<file path="config.mk">
export PLATFORM = sky130hd
export DESIGN_NAME = uart_tx_scheduler
export DESIGN_NICKNAME = d
export VERILOG_FILES = /design/src/rtl/uart_ctrl_pkg.sv /design/src/rtl/uart_tx_scheduler_rr_arbiter.sv /design/src/rtl/uart_tx_scheduler.sv
export SDC_FILE = /design/constraint.sdc
export NUM_CORES = 1
export LEC_CHECK = 0
export BUFFER_PORTS_ARGS = -buffer_cell sky130_fd_sc_hd__buf_2
export CAP_MARGIN = 20
export CORE_ASPECT_RATIO = 1.2
export CORE_MARGIN = 10
export CORE_UTILIZATION = 47
export CTS_CLUSTER_DIAMETER = 120
export CTS_CLUSTER_SIZE = 25
export DETAILED_ROUTE_END_ITERATION = 12
export GPL_TIMING_DRIVEN = 0
export PLACE_DENSITY = 0.83
export SETUP_SLACK_MARGIN = 0.05
export SLEW_MARGIN = 25
export SYNTH_ARGS = -nofsm -noshare
export SYNTH_HDL_FRONTEND = slang
export SYNTH_SLANG_ARGS = --single-unit
export TNS_END_PERCENT = 20
</file>
<file path="constraint.sdc">
create_clock -name clock -period 1.9 [get_ports clock]
set_clock_uncertainty 0.2 [all_clocks]
set_input_delay 0.19 -clock clock [delete_from_list [all_inputs] [get_ports clock]]
set_output_delay 0.19 -clock clock [all_outputs]
set_load 0.02 [all_outputs]
</file>
<file path="src/rtl/uart_ctrl_pkg.sv">
// Shared types and constants for the UART transmit scheduling path.
package uart_ctrl_pkg;

  typedef enum logic [1:0] {
    IDLE,
    START,
    WAIT,
    GAP
  } tx_sched_state_t;

  localparam int BYTE_W = 8;

endpackage

</file>
<file path="src/rtl/uart_tx_scheduler_rr_arbiter.sv">
// Combinational round-robin pick: lowest set request at or above ptr,
// wrapping to the lowest set request overall.
module rr_arbiter #(
  parameter int N = 4
) (
  input  logic [N-1:0]         req,
  input  logic [$clog2(N)-1:0] ptr,
  input  logic                 advance,
  output logic [N-1:0]         grant,
  output logic [$clog2(N)-1:0] grant_idx
);

  localparam int IW = $clog2(N);

  logic [N-1:0]  req_hi;
  logic          hit_hi;
  logic          hit_lo;
  logic [IW-1:0] idx_hi;
  logic [IW-1:0] idx_lo;

  always_comb begin
    req_hi = '0;
    hit_hi = 1'b0;
    hit_lo = 1'b0;
    idx_hi = '0;
    idx_lo = '0;
    for (int i = 0; i < N; i++) begin
      req_hi[i] = req[i] && (IW'(i) >= ptr);
    end
    // Descending scan: the last hit written is the lowest index.
    for (int i = N - 1; i >= 0; i--) begin
      if (req_hi[i]) begin
        hit_hi = 1'b1;
        idx_hi = IW'(i);
      end
      if (req[i]) begin
        hit_lo = 1'b1;
        idx_lo = IW'(i);
      end
    end
    grant_idx = hit_hi ? idx_hi : idx_lo;
    grant = '0;
    for (int i = 0; i < N; i++) begin
      grant[i] = advance && (hit_hi || hit_lo) && (grant_idx == IW'(i));
    end
  end

endmodule

</file>
<file path="src/rtl/uart_tx_scheduler.sv">
// Shares one UART Tx unit between N_REQ byte sources, one byte per grant,
// with per-byte timeout and an enforced idle gap between bytes.
module uart_tx_scheduler
  import uart_ctrl_pkg::*;
#(
  parameter int N_REQ      = 4,
  parameter int TIMEOUT    = 65535,
  parameter int GAP_CYCLES = 2
) (
  input  logic                     clock,
  input  logic                     reset,
  input  logic [N_REQ-1:0]         req_valid,
  input  logic [8*N_REQ-1:0]       req_data,
  output logic [N_REQ-1:0]         req_ready,
  output logic                     tx_send,
  output logic [7:0]               tx_data,
  input  logic                     tx_active,
  input  logic                     tx_done,
  output logic                     busy,
  output logic [$clog2(N_REQ)-1:0] grant_id,
  output logic                     timeout_err
);

  localparam int IW  = $clog2(N_REQ);
  localparam int TB  = $clog2(TIMEOUT + 1);
  localparam int CW  = (TB < 16) ? 16 : TB;
  localparam int GW  = (GAP_CYCLES > 1) ? $clog2(GAP_CYCLES) : 1;
  localparam logic [CW-1:0] TMO_LAST = CW'(TIMEOUT - 1);
  localparam logic [GW-1:0] GAP_LAST = GW'(GAP_CYCLES - 1);
  localparam logic [IW-1:0] LAST_IDX = IW'(N_REQ - 1);

  tx_sched_state_t state_q, state_d;
  logic [N_REQ-1:0]  req_ready_q, req_ready_d;
  logic              tx_send_q, tx_send_d;
  logic [BYTE_W-1:0] tx_data_q, tx_data_d;
  logic [IW-1:0]     grant_id_q, grant_id_d;
  logic [IW-1:0]     last_grant_q, last_grant_d;
  logic              timeout_err_q, timeout_err_d;
  logic [CW-1:0]     tmo_q, tmo_d;
  logic [GW-1:0]     gap_q, gap_d;

  logic [IW-1:0]     arb_ptr;
  logic [N_REQ-1:0]  arb_grant;
  logic [IW-1:0]     arb_idx;
  logic [BYTE_W-1:0] arb_data;

  assign arb_ptr = (last_grant_q == LAST_IDX) ? '0 : last_grant_q + 1'b1;

  rr_arbiter #(.N(N_REQ)) u_arb (
    .req       (req_valid),
    .ptr       (arb_ptr),
    .advance   (state_q == IDLE),
    .grant     (arb_grant),
    .grant_idx (arb_idx)
  );

  always_comb begin
    arb_data = '0;
    for (int i = 0; i < N_REQ; i++) begin
      if (arb_grant[i]) arb_data = req_data[i*BYTE_W +: BYTE_W];
    end
  end

  always_comb begin
    state_d       = state_q;
    req_ready_d   = '0;
    tx_send_d     = tx_send_q;
    tx_data_d     = tx_data_q;
    grant_id_d    = grant_id_q;
    last_grant_d  = last_grant_q;
    timeout_err_d = 1'b0;
    tmo_d         = tmo_q;
    gap_d         = gap_q;
    unique case (state_q)
      IDLE: begin
        if (|arb_grant) begin
          state_d      = START;
          req_ready_d  = arb_grant;
          tx_send_d    = 1'b1;
          tx_data_d    = arb_data;
          grant_id_d   = arb_idx;
          last_grant_d = arb_idx;
          tmo_d        = '0;
        end
      end
      START, WAIT: begin
        tmo_d = tmo_q + 1'b1;
        if (tmo_q == TMO_LAST) begin
          state_d       = IDLE;
          tx_send_d     = 1'b0;
          timeout_err_d = 1'b1;
        end else if (state_q == START) begin
          if (tx_active) begin
            state_d   = WAIT;
            tx_send_d = 1'b0;
          end
        end else if (!tx_active && tx_done) begin
          state_d = (GAP_CYCLES == 0) ? IDLE : GAP;
          gap_d   = '0;
        end
      end
      GAP: begin
        gap_d = gap_q + 1'b1;
        if (gap_q == GAP_LAST) state_d = IDLE;
      end
      default: state_d = IDLE;
    endcase
  end

  always_ff @(posedge clock) begin
    if (reset) begin
      state_q       <= IDLE;
      req_ready_q   <= '0;
      tx_send_q     <= 1'b0;
      tx_data_q     <= '0;
      grant_id_q    <= '0;
      last_grant_q  <= LAST_IDX;
      timeout_err_q <= 1'b0;
      tmo_q         <= '0;
      gap_q         <= '0;
    end else begin
      state_q       <= state_d;
      req_ready_q   <= req_ready_d;
      tx_send_q     <= tx_send_d;
      tx_data_q     <= tx_data_d;
      grant_id_q    <= grant_id_d;
      last_grant_q  <= last_grant_d;
      timeout_err_q <= timeout_err_d;
      tmo_q         <= tmo_d;
      gap_q         <= gap_d;
    end
  end

  assign req_ready   = req_ready_q;
  assign tx_send     = tx_send_q;
  assign tx_data     = tx_data_q;
  assign busy        = (state_q != IDLE);
  assign grant_id    = grant_id_q;
  assign timeout_err = timeout_err_q;

endmodule
</file>
==> flow_summary.ini <==
[status]
status = completed

[setup_path]
cp_num_buf_inv = 2
critical_path_class = reg -> reg
required_ns = 1.92
cp_max_fo = 9
timing.critical_path.arrival_ns = 1.91
cpPeakStageDelay_ns = 0.35
crit_path_cell_trace = inv_2, ha_4, nand2b_4, a31oi_4, nor4b_4, buf_6, a21oi_2, a311oi_2
element_type_at_the_critical_path_start = flip-flop
timing.critical_path.slowest_stage_cell = dfxtp_2
crit_family = simple AND/OR/NAND/NOR gates
crit_path_end_kind = flip-flop

[clock_tree]
cts_root_buffer = clkbuf_8
register_clock_pin_slew_on_the_reported_worst_setup_and_hold_paths_ns = 0.08
clock_tree_sinks = 37
ctsHtreeMaxLevel = 2
clockBufferDepth = 2
clock_latency_ns = 0.30
cts_inserted_buffers = 5
tritoncts_clock_tree = yes

[timing]
fin_crit_sh_pct = 99.73
worst_slew_pin_slew_ns = 0.5378
setup_viol = 0
minimum_clock_period_ns = 1.895
finalSetupTns_ns = 0
final_hold_violation_count = 0
hold_ws_ns = 0.001071
fmax_mhz = 527.8
grt_setup_unrepaired = true
max-slew-margin-rel_pct = 63.87
slew_limit_fails = 0

[pwr]
sequentialPowerShare_pct = 27.3
p_clk_share_pct = 13.8
internal_power_w = 0.002242
net-switching-power_w = 0.001756
vdd.ir_drop.worst_mv = 0.6851
share_comb_of_total_power_pct = 58.8
power.density_nw_per_um2 = 1399
switching_share_pct = 43.91
power.total_w = 0.003998
power.leakage_nw = 1.211

[route]
routed_wire_length_um = 6193
drt_first_pass_iters = 4
detail_route.drc_violations = 0
wl_per_cell_um = 16.17
drtAntennaViolNets = 0
vias = 2132
drt-vias-per-instance = 5.567
drt_first_iter_violations = 112

[global_route]
grt_start_max_net_pins = 13
antenna_found_initial = 0
wire_length_of_the_first_global_routing_pass_um = 9991
grt_overflow = 0
vias_in_the_first_global_route = 2130
globalRouteTotalUtil_pct = 16.30

[run]
timing.max_cap.violations = 0

[logic_synthesis]
netlist-cell-type-count = 42
synth.net_count = 293
synthArstFlopShare_pct = 0
synth_edf_count = 0
post_synth.cell_area_avg_sq_um = 8.479
postSynthCellCount = 246
syn-cell-area_sq_um = 2086
ys_seq_elements = 37
synth-warning-count = 0
postSynth.topFlopCell = dfxtp_1
fraction_of_the_yosys_area_taken_by_sequential_cells_pct = 35.51

[placed_design]
place.port_buffers = 56
gp_congestion = 0.8436
hpwlAfterDp_um = 4162

[finish]
multi_input_area_sq_um = 1376
final-seq-area_sq_um = 747.0
mostFrequentLayoutCell = buf_2
num_antenna_cells = 0
final_layout_size_suffix_gt1_share_pct = 37.31
layout_common_cells = 56 x buf_2, 32 x dfxtp_1, 31 x nor2_1
area_delta_synth_final_pct = 37.01
nNetsFinal = 373
fill_cells = 314

[die]
num_io_pins = 57
design.core.area_sq_um = 4262
initial_core_utilization_pct = 48.94
die_w_um = 80.81
floorplan.rows = 26
dieArea_sq_um = 7513
chipHeight_um = 92.98

[worst_hold_path]
worst_hold_path_type = in -> reg
## worst register-to-register path, cell delays in order, from the launching register on
cell and delay [ns]:
dfxtp_2 0.35, inv_2 0.04, ha_4 0.26, nand2b_4 0.16, a31oi_4 0.09, nor4b_4 0.27, buf_6 0.19, a21oi_2 0.07
a311oi_2 0.19
## registers in the layout, summed over array words and instances (netlist names)
register and cells:
last_grant_q 2, req_ready 4, state_q 2, tmo_q 16, tx_data 8, grant_id 2
tx_send 1, gap_q 1, timeout_err 1
## through the flow
stage	cells	setup slack (ns)	area [sq um]	utilization, %
6_report	383	0.005186	2858	67.06
5_1_grt	383	-0.09060	2858	67.06
2_1_floorplan	246	0.03694	2122	-
3_5_place_dp	358	-0.3365	2472	58.02
3_3_place_gp	358	-0.3442	2472	58.02
4_1_cts	382	0.01265	2823	66.24
## metal layers
layer | wire length (um) | global-route usage [%]
met2 | 3015 | 27.86
met4 | 136 | 7.803
met5 | 0 | 0
met3 | 571 | 6.226
met1 | 2469 | 17.03
## worst paths after layout
kind                                                 end                         start  slack [ns]  depth (start not counted)
worst max-delay path             tx_data[0]$_SDFFE_PP0N_  last_grant_q[0]$_SDFFE_PP1N_       0.005                          8
worst min-delay path             tx_data[5]$_SDFFE_PP0N_                  req_data[29]       0.001                          3
worst max register to register   tx_data[0]$_SDFFE_PP0N_  last_grant_q[0]$_SDFFE_PP1N_       0.005                          8
worst min register to register  grant_id[1]$_SDFFE_PP0N_      grant_id[1]$_SDFFE_PP0N_        0.29                          2
## cells by family (layout without fill, tap and decap cells)
family          Yosys count  in the layout  share of synthesized area [%]
buf+inv                  22            102                          6.119
compound gates           59             59                          20.64
simple gates            104            105                          26.28
fa+ha+maj                 7              7                          4.199
flops                    37             37                          35.51
xor+xnor                 15             15                          6.299
mux                       2              2                         0.9598
## area by class of cell
type / instances / share of cell area [%]
buffer: 11 / 3.459
clock buffer: 5 / 2.408
clock inverter: 3 / 0.6130
inverter: 10 / 1.313
multi-input combinational: 188 / 48.16
sequential: 37 / 26.14
tap: 56 / 2.452
timing repair buffer: 73 / 15.46
## power groups by stage
| stage | logic (W) | clock network (W) | registers, W |
|---|---|---|---|
| 2_1_floorplan | 0.00127 | 0 | 0.00124 |
| 3_3_place_gp | 0.00186 | 0 | 0.00109 |
| 3_5_place_dp | 0.00190 | 0 | 0.00109 |
| 4_1_cts | 0.00226 | 0.000561 | 0.00108 |
| 5_1_grt | 0.00255 | 0.000592 | 0.00111 |
| 6_report | 0.00235 | 0.000552 | 0.00109 |
## synthesized netlist by cell type (2+ instances only)
master	n	share of area, %
a31oi_1	3	0.90
nand2_1	16	2.9
nor2b_1	2	0.60
xor2_1	14	5.9
nand3_1	21	5.0
a21o_2	3	1.3
nor3_1	3	0.72
buf_4	2	0.72
o21ai_0	9	2.2
nand2b_1	5	1.5
a21oi_1	20	4.8
clkbuf_1	3	0.54
inv_1	10	1.8
buf_6	4	2.2
a311oi_1	2	0.84
and4_1	3	1.3
a211oi_1	3	1.1
dfxtp_1	37	36
and3_1	4	1.2
ha_1	7	4.2
a311oi_2	6	4.3
mux2i_1	2	0.96
buf_2	2	0.48
nor2_1	32	5.8
nand4_1	10	3.0
a21o_1	7	2.5
## repair_timing
item                                    in CTS  in global routing
resized for setup                           39                 10
hold endpoints to repair                     8                  1
hold buffers                                 8                  1
cloned                                       3                  0
endpoints found under the setup margin      23                 28
pin swaps                                    9                  5
setup buffers                                6                  0
No activity file was read; power rests on OpenSTA's default activity.
